**config.mk**
```make
export PLATFORM = sky130hd
export DESIGN_NAME = dual_fetch_queue
export DESIGN_NICKNAME = d
export VERILOG_FILES = /design/src/rtl/dual_fetch_queue.sv
export SDC_FILE = /design/constraint.sdc
export NUM_CORES = 1
export LEC_CHECK = 0
export ABC_AREA = 1
export CAP_MARGIN = 30
export CORE_UTILIZATION = 35
export DETAILED_ROUTE_END_ITERATION = 12
export GPL_TIMING_DRIVEN = 0
export PLACE_DENSITY = 0.66
export RECOVER_POWER = 100
export SYNTH_ARGS = -nofsm -noshare
export SYNTH_HDL_FRONTEND = slang
export SYNTH_SLANG_ARGS = --single-unit
```
**constraint.sdc**
```tcl
create_clock -name clk -period 14.07 [get_ports clk]
set_input_delay 4.221 -clock clk [delete_from_list [all_inputs] [get_ports clk]]
set_output_delay 4.221 -clock clk [all_outputs]
set_load 0.02 [all_outputs]
```
**src/rtl/dual_fetch_queue.sv**
```systemverilog
// ---------------------------------------------------------------------------
// dual_fetch_queue
//   Dual-wide instruction fetch stage. Every cycle that the queue has room for
//   two more entries, the instruction pair at (fetch_pc, fetch_pc+4) is read
//   from a combinational two-port imem and appended to an in-order FIFO. The
//   issue stage reads the two oldest entries and consumes 0, 1 or 2 per cycle.
//   A redirect empties the queue and restarts fetch at the new PC.
//
// Ports
//   clk, reset                  clock, synchronous active-high reset
//   imem_addr0/1                fetch addresses (fetch_pc, fetch_pc+4)
//   imem_data0/1                instructions returned for those addresses
//   redirect_valid/redirect_pc  flush and restart fetch (pc[1:0] dropped)
//   issue_take                  instructions consumed this cycle (3 acts as 2)
//   issue_valid/instr/pc 0..1   head and head+1 of the queue
//   occupancy                   instructions currently queued
//   debug_fetch_pc              current fetch PC
// ---------------------------------------------------------------------------
module dual_fetch_queue #(
    parameter int          DEPTH     = 8,
    parameter logic [31:0] RESET_PC  = 32'h0000_0000,
    parameter logic [31:0] NOP_INSTR = 32'h0000_0013
) (
    input  logic                       clk,
    input  logic                       reset,
    output logic [31:0]                imem_addr0,
    output logic [31:0]                imem_addr1,
    input  logic [31:0]                imem_data0,
    input  logic [31:0]                imem_data1,
    input  logic                       redirect_valid,
    input  logic [31:0]                redirect_pc,
    input  logic [1:0]                 issue_take,
    output logic                       issue_valid0,
    output logic [31:0]                issue_instr0,
    output logic [31:0]                issue_pc0,
    output logic                       issue_valid1,
    output logic [31:0]                issue_instr1,
    output logic [31:0]                issue_pc1,
    output logic [$clog2(DEPTH):0]     occupancy,
    output logic [31:0]                debug_fetch_pc
);

    localparam int PW = $clog2(DEPTH);
    localparam int OW = PW + 1;

    // Queue storage carries data only, so it is left out of reset.
    logic [31:0]   instr_q [DEPTH];
    logic [31:0]   pc_q    [DEPTH];

    logic [PW-1:0] head;
    logic [PW-1:0] tail;
    logic [OW-1:0] occ;
    logic [31:0]   fetch_pc;

    logic [1:0]    take_clip;
    logic [OW-1:0] eff_take;
    logic [OW-1:0] occ_after;
    logic          enq;
    logic [PW-1:0] head1;
    logic [PW-1:0] tail1;

    assign imem_addr0     = fetch_pc;
    assign imem_addr1     = fetch_pc + 32'd4;
    assign debug_fetch_pc = fetch_pc;
    assign occupancy      = occ;

    assign head1 = head + PW'(1);
    assign tail1 = tail + PW'(1);

    // The enqueue check is made against the occupancy left after this cycle's
    // dequeue, so slots freed by the issue stage can be refilled immediately.
    always_comb begin
        take_clip = (issue_take == 2'd3) ? 2'd2 : issue_take;
        eff_take  = (OW'(take_clip) > occ) ? occ : OW'(take_clip);
        occ_after = occ - eff_take;
        enq       = !redirect_valid && (occ_after <= OW'(DEPTH - 2));
    end

    // Control state: pointers, occupancy and fetch PC.
    always_ff @(posedge clk) begin
        if (reset) begin
            head     <= '0;
            tail     <= '0;
            occ      <= '0;
            fetch_pc <= RESET_PC;
        end else if (redirect_valid) begin
            head     <= '0;
            tail     <= '0;
            occ      <= '0;
            fetch_pc <= redirect_pc & 32'hFFFF_FFFC;
        end else begin
            head <= head + PW'(eff_take);
            occ  <= occ_after + (enq ? OW'(2) : OW'(0));
            if (enq) begin
                tail     <= tail + PW'(2);
                fetch_pc <= fetch_pc + 32'd8;
            end
        end
    end

    // Data path: write the fetched pair at tail and tail+1.
    always_ff @(posedge clk) begin
        if (!reset && enq) begin
            instr_q[tail]  <= imem_data0;
            pc_q[tail]     <= fetch_pc;
            instr_q[tail1] <= imem_data1;
            pc_q[tail1]    <= fetch_pc + 32'd4;
        end
    end

    // Issue view is read straight out of storage; empty slots show a NOP.
    always_comb begin
        issue_valid0 = (occ != '0);
        issue_valid1 = (occ >= OW'(2));
        issue_instr0 = issue_valid0 ? instr_q[head]  : NOP_INSTR;
        issue_pc0    = issue_valid0 ? pc_q[head]     : 32'd0;
        issue_instr1 = issue_valid1 ? instr_q[head1] : NOP_INSTR;
        issue_pc1    = issue_valid1 ? pc_q[head1]    : 32'd0;
    end

endmodule
```
* Word-level counts from Yosys, hierarchy flattened
Memories as Yosys holds them, arrays and structs flattened. A register that Yosys moved wholly into a read port is not among the register bits. Index checks and enable logic that the tools add are counted.
Operators by class: $add $sub $neg 8, order comparisons 3, eq/ne operators 1, multiplexer cells 13, reduce and logical (&&, ||, !) cells 7
Operators by type and width (number):
- $mux 32 | 6
- $add 32x3->32 const B | 1
- $add 32x4->32 const B | 1
- $add 3x1->3 const B | 2
- $mux 3 | 2
- $add 4x2->4 | 1
- $ge 4x2->1 const B | 1
- $gt 2x4->1 | 1
- $le 4x3->1 const B | 1
- $mux 2 | 2
- $mux 4 | 1
- $reduce_bool 4->1 | 1
- $sub 4x4->4 | 1
- $add 3x2->3 const B | 1
- $add 3x3->3 | 1
- $eq 2x2->1 const B | 1
- $logic_and 1x1->1 | 2
- $logic_not 1->1 | 2
- $mux 1 | 2
- $reduce_bool 2->1 | 1
- $reduce_or 2->1 | 1
Word-level totals: bits in registers 42, RAM bits 512, output and inout bits 230, logic and storage cells 39, memories kept 2
Memory list:
- instr_q | words 8, bits a word 32, read ports 2, clocked after memory_dff 1, wr ports 2, RTL line 47 | logic [31:0] instr_q [DEPTH];
- pc_q | words 8, bits a word 32, read ports 2, clocked after memory_dff 1, wr ports 2, RTL line 48 | logic [31:0] pc_q [DEPTH];

* Depth between registers and ports, before layout
word-level depth 10, mapped depth 20, depth with buffers taken out 19

* Worst setup path after synthesis
OpenSTA, ideal clock, no wires.
kind input -> register, start input issue_take[1], end memory instr_q[0][0] (enable), arrival time 11.564 ns, data required time 13.462 ns, setup slack 1.897 ns, cell stages on the path 16, buffers on the path 1, cell sequence clkbuf_1 ha_1 inv_1 nor2_1 o211ai_1 nor2_1 a21oi_1 ha_1 inv_1 fa_1 xnor2_2 nand3_2 nand2_4 nor2_4 inv_1 nor2_1
RTL lines:
- start, declared | RTL line 32 | input logic [1:0] issue_take,
- end, declared | RTL line 47

==> flow_summary_export.csv <==
group,metric,value,unit
outcome,status,"finished, violations left",
outcome,violations,"capacitance limit, slew limit",
clock_tree,cts_resized,0,
clock_tree,cts_tree,"built",
clock_tree,post-cts-setup-buffers,0,
die,die_h,281.0,um
critical_path,cp_slowest_cell,"nor2_1",
layout,finalNetCount,3493,
synthesis,yosys.area.top_type,"edfxtp_1",
placement,post_dp_cell_area,0.03214,mm^2
critical_path,r2r-end,"instr_q[1][27]",
job,cap_violations,7,
route,wirelength,104.6,mm
critical_path,required,14.37,ns
synthesis,ys_seq_area_share,57.53,%
timing,worstMarginPinSlew,2.596,ns
layout,fill_cells,7248,
timing,rsz0062_at_grt,"false",
timing,fin_ws,3.307,ns
synthesis,syn_area,0.02725,mm^2
global_route,grt_pass1_vias,23560,
worst_hold_path,hold_depth,2,
power_and_ir_drop,p_clk_share,22.1,%
placement,dpl_worst_slack,5.186,ns
route,vias,24960,
critical_path,r2r_setup_slack,6.98,ns
timing,whs,0.5166,ns
die,core_area,0.07645,mm^2
critical_path,path_buf_inv,7,
die,top_level_ports,331,
placement,hpwlAfterDp,71.87,mm
critical_path,critical_path.max_fanout,31,
synthesis,async_flop_share,0,%
layout,multi_input_area,0.009480,mm^2
critical_path,crit_family,"simple AND/OR/NAND/NOR gates",
critical_path,cpPeakStageDelay,1.49,ns
placement,gp_congestion,0.9494,
die,fp.dieW,281.0,um
timing,final-hold-violation-count,0,
clock_tree,cts_hold_buf,0,
timing,skew,0.01225,ns
timing,fin_crit_sh,76.50,%
route,drc,0,
die,dieArea,0.07897,mm^2
synthesis,synth_edf_count,496,
critical_path,worstPathArrival,11.07,ns
synthesis,synth_area_leaders,"edfxtp_1 55%, o21ai_0 11%, nor2_1 6.5%",
critical_path,path_class,"in2reg",
route,drtIter0Drc,3608,
clock_tree,numCtsBuffers,54,
power_and_ir_drop,power_density,208.7,mW/mm^2
critical_path,path_common_cell,"nor2_1",
critical_path,rr_startpoint,"occupancy[1]",
route,avgRoutedWirePerCell,23.47,um
power_and_ir_drop,swShare,44.26,%
global_route,grt_pass1_wl,149.3,mm
placement,io_buffers,316,
die,row_count,101,
clock_tree,path_clk_slew,0.06,ns
clock_tree,cts.sinks,535,
die,start_util,35.64,%
timing,slew_headroom,-73.74,%
route,dr.pass1.iters,6,
global_route,globalRouteTotalUtil,25.68,%
layout,synthToLayoutAreaGrowth,24.13,%
timing,slew_violations,188,
synthesis,postSynthAreaPerCell,9.156,um^2
worst_hold_path,hp-class,"reg2reg",
route,ant_nets,0,
clock_tree,cts_max_level,2,
timing,layout_min_cycle_time,10.76,ns
power_and_ir_drop,internal_power,3.934,mW
synthesis,yosysTopAreaCellShare,54.66,%
global_route,antenna_found_initial,9,
layout,register_area,0.01568,mm^2
critical_path,cp-end-kind,"flip-flop",
critical_path,critPathCapture,"instr_q[1][27]",
timing,finalSetupViolations,0,
synthesis,ys_seq_elements,535,
power_and_ir_drop,p_seq_share,29.6,%
layout,drive_above_1_share,7.452,%
power_and_ir_drop,peakVddDrop,125.3,uV
power_and_ir_drop,switchingPower,3.123,mW
critical_path,cp_cell_sequence,"dlygate4sd3_1, clkbuf_1, ha_1, inv_1, nor2_1, o211ai_1, nor2_1, a21oi_1, ha_1, inv_1, fa_1, xnor2_1, nand3_1, nand2_1, nor2_1, inv_1, nor2_1, clkbuf_1, buf_12",
clock_tree,insertion_delay,0.61,ns
route,vias_per_cell,5.600,
global_route,grt_overflow,0,
synthesis,synth-warning-count,0,
clock_tree,cts_root_buffer,"clkbuf_16",
critical_path,r2r_cells,18,
critical_path,crit_cells,19,
synthesis,synth.distinct_cells,41,
power_and_ir_drop,p_total,7.058,mW
global_route,grt_max_degree,33,
synthesis,synthFlopType,"edfxtp_1",
worst_hold_path,min-delay-start,"tail[1]",
layout,fin_area,0.03382,mm^2
layout,final_core_util,44.24,%
critical_path,critPathLaunch,"issue_take[1]",
power_and_ir_drop,power.share.combinational,48.4,%
synthesis,synth_cells,2976,
clock_tree,max-clock-path-buffers,3,
power_and_ir_drop,leakage,12.63,nW
timing,max_freq,0.09291,GHz
critical_path,startpoint_type,"primary input",
## tightest hold or removal path: stages (launching register included)
cell     delay, ns
dfxtp_1       0.33
nand2_1       0.08
a21oi_1       0.06
## cells in the final DEF (no fill, tap or decap), types with 3 or more instances in the layout
cell / n
o21ai_0: 615
nor2_4: 3
nand3_1: 65
xnor2_1: 3
conb_1: 10
nor2_1: 478
a21oi_1: 328
ha_1: 14
inv_2: 7
nand2_2: 3
clkbuf_16: 55
buf_2: 67
nor3_1: 7
o21ai_1: 190
nand2_1: 234
dlygate4sd3_1: 279
bufinv_16: 10
buf_12: 10
clkinv_2: 14
xor2_1: 31
dfxtp_1: 39
clkbuf_8: 4
clkbuf_1: 126
clkinv_1: 10
edfxtp_1: 496
buf_4: 65
a31oi_1: 5
diode_2: 5
buf_1: 8
inv_1: 179
nor2_2: 3
clkdlybuf4s50_1: 37
## metrics by stage
| stage | instances | setup TNS (ns) |
|---|---|---|
| after CTS | 4452 | 0 |
| after global routing | 4453 | 0 |
| after global placement | 4331 | -1146.83 |
| after detailed placement | 4350 | 0 |
| after floorplan | 2985 | 0 |
| final | 4457 | 0 |
## cells by family after synthesis
kind of cell | Yosys count | synth area share [%]
fa+ha+maj | 16 | 0.7898
other cells | 1 | 0.01376
simple gates | 800 | 11.88
flops | 535 | 57.53
compound gates | 1146 | 21.16
xor+xnor | 34 | 1.148
buf+inv | 444 | 7.475
## worst min-delay path by stage
stage | to
finish | tail[1]
global route | tail[2]
CTS | tail[1]
detailed placement | tail[1]
global placement | tail[1]
floorplan | tail[1]
## cells in the mapped netlist (4+ instances only)
library cell  number
buf_4             66
xor2_1            31
inv_1            177
nand3_1           63
o21ai_0          607
buf_1              8
ha_1              14
edfxtp_1         496
nand2_1          231
nor3_1             6
inv_2              9
nor2_2             5
nor2_4             7
o21ai_1          198
buf_2             72
a31oi_1            5
clkbuf_1         105
a21oi_1          328
buf_6              4
nor2_1           472
dfxtp_1           39
nand2_4            4
nand2_2            4
## registers in the layout (all words and copies together) (netlist names)
| register | cells |
|---|---|
| head | 3 |
| pc_q | 240 |
| debug_fetch_pc | 30 |
| instr_q | 256 |
| occupancy | 4 |
| tail | 2 |
## metal layers
metal / track usage (%) / wire length [um]
met5: 0 / 0
met4: 12.27 / 4380
met3: 3.949 / 11500
met2: 41.89 / 49080
met1: 33.33 / 39630
## final cells by class
cell class	instances	area share, %
Sequential cell	535	46.34
Inverter	189	2.105
Tap cell	1030	3.810
Clock inverter	37	1.350
Multi-Input combinational cell	2006	28.03
Antenna cell	5	0.03699
Timing Repair Buffer	335	10.18
Buffer	255	3.843
Clock buffer	65	4.298
## power groups by stage
stage	clock network [mW]	logic, mW	registers [mW]
after detailed placement	0	3.52	2.11
after global routing	1.62	3.61	2.10
after floorplan	0	1.88	2.12
final	1.56	3.42	2.09
after CTS	1.56	3.53	2.08
after global placement	0	3.46	2.16
No activity file was read; power rests on OpenSTA's default activity.
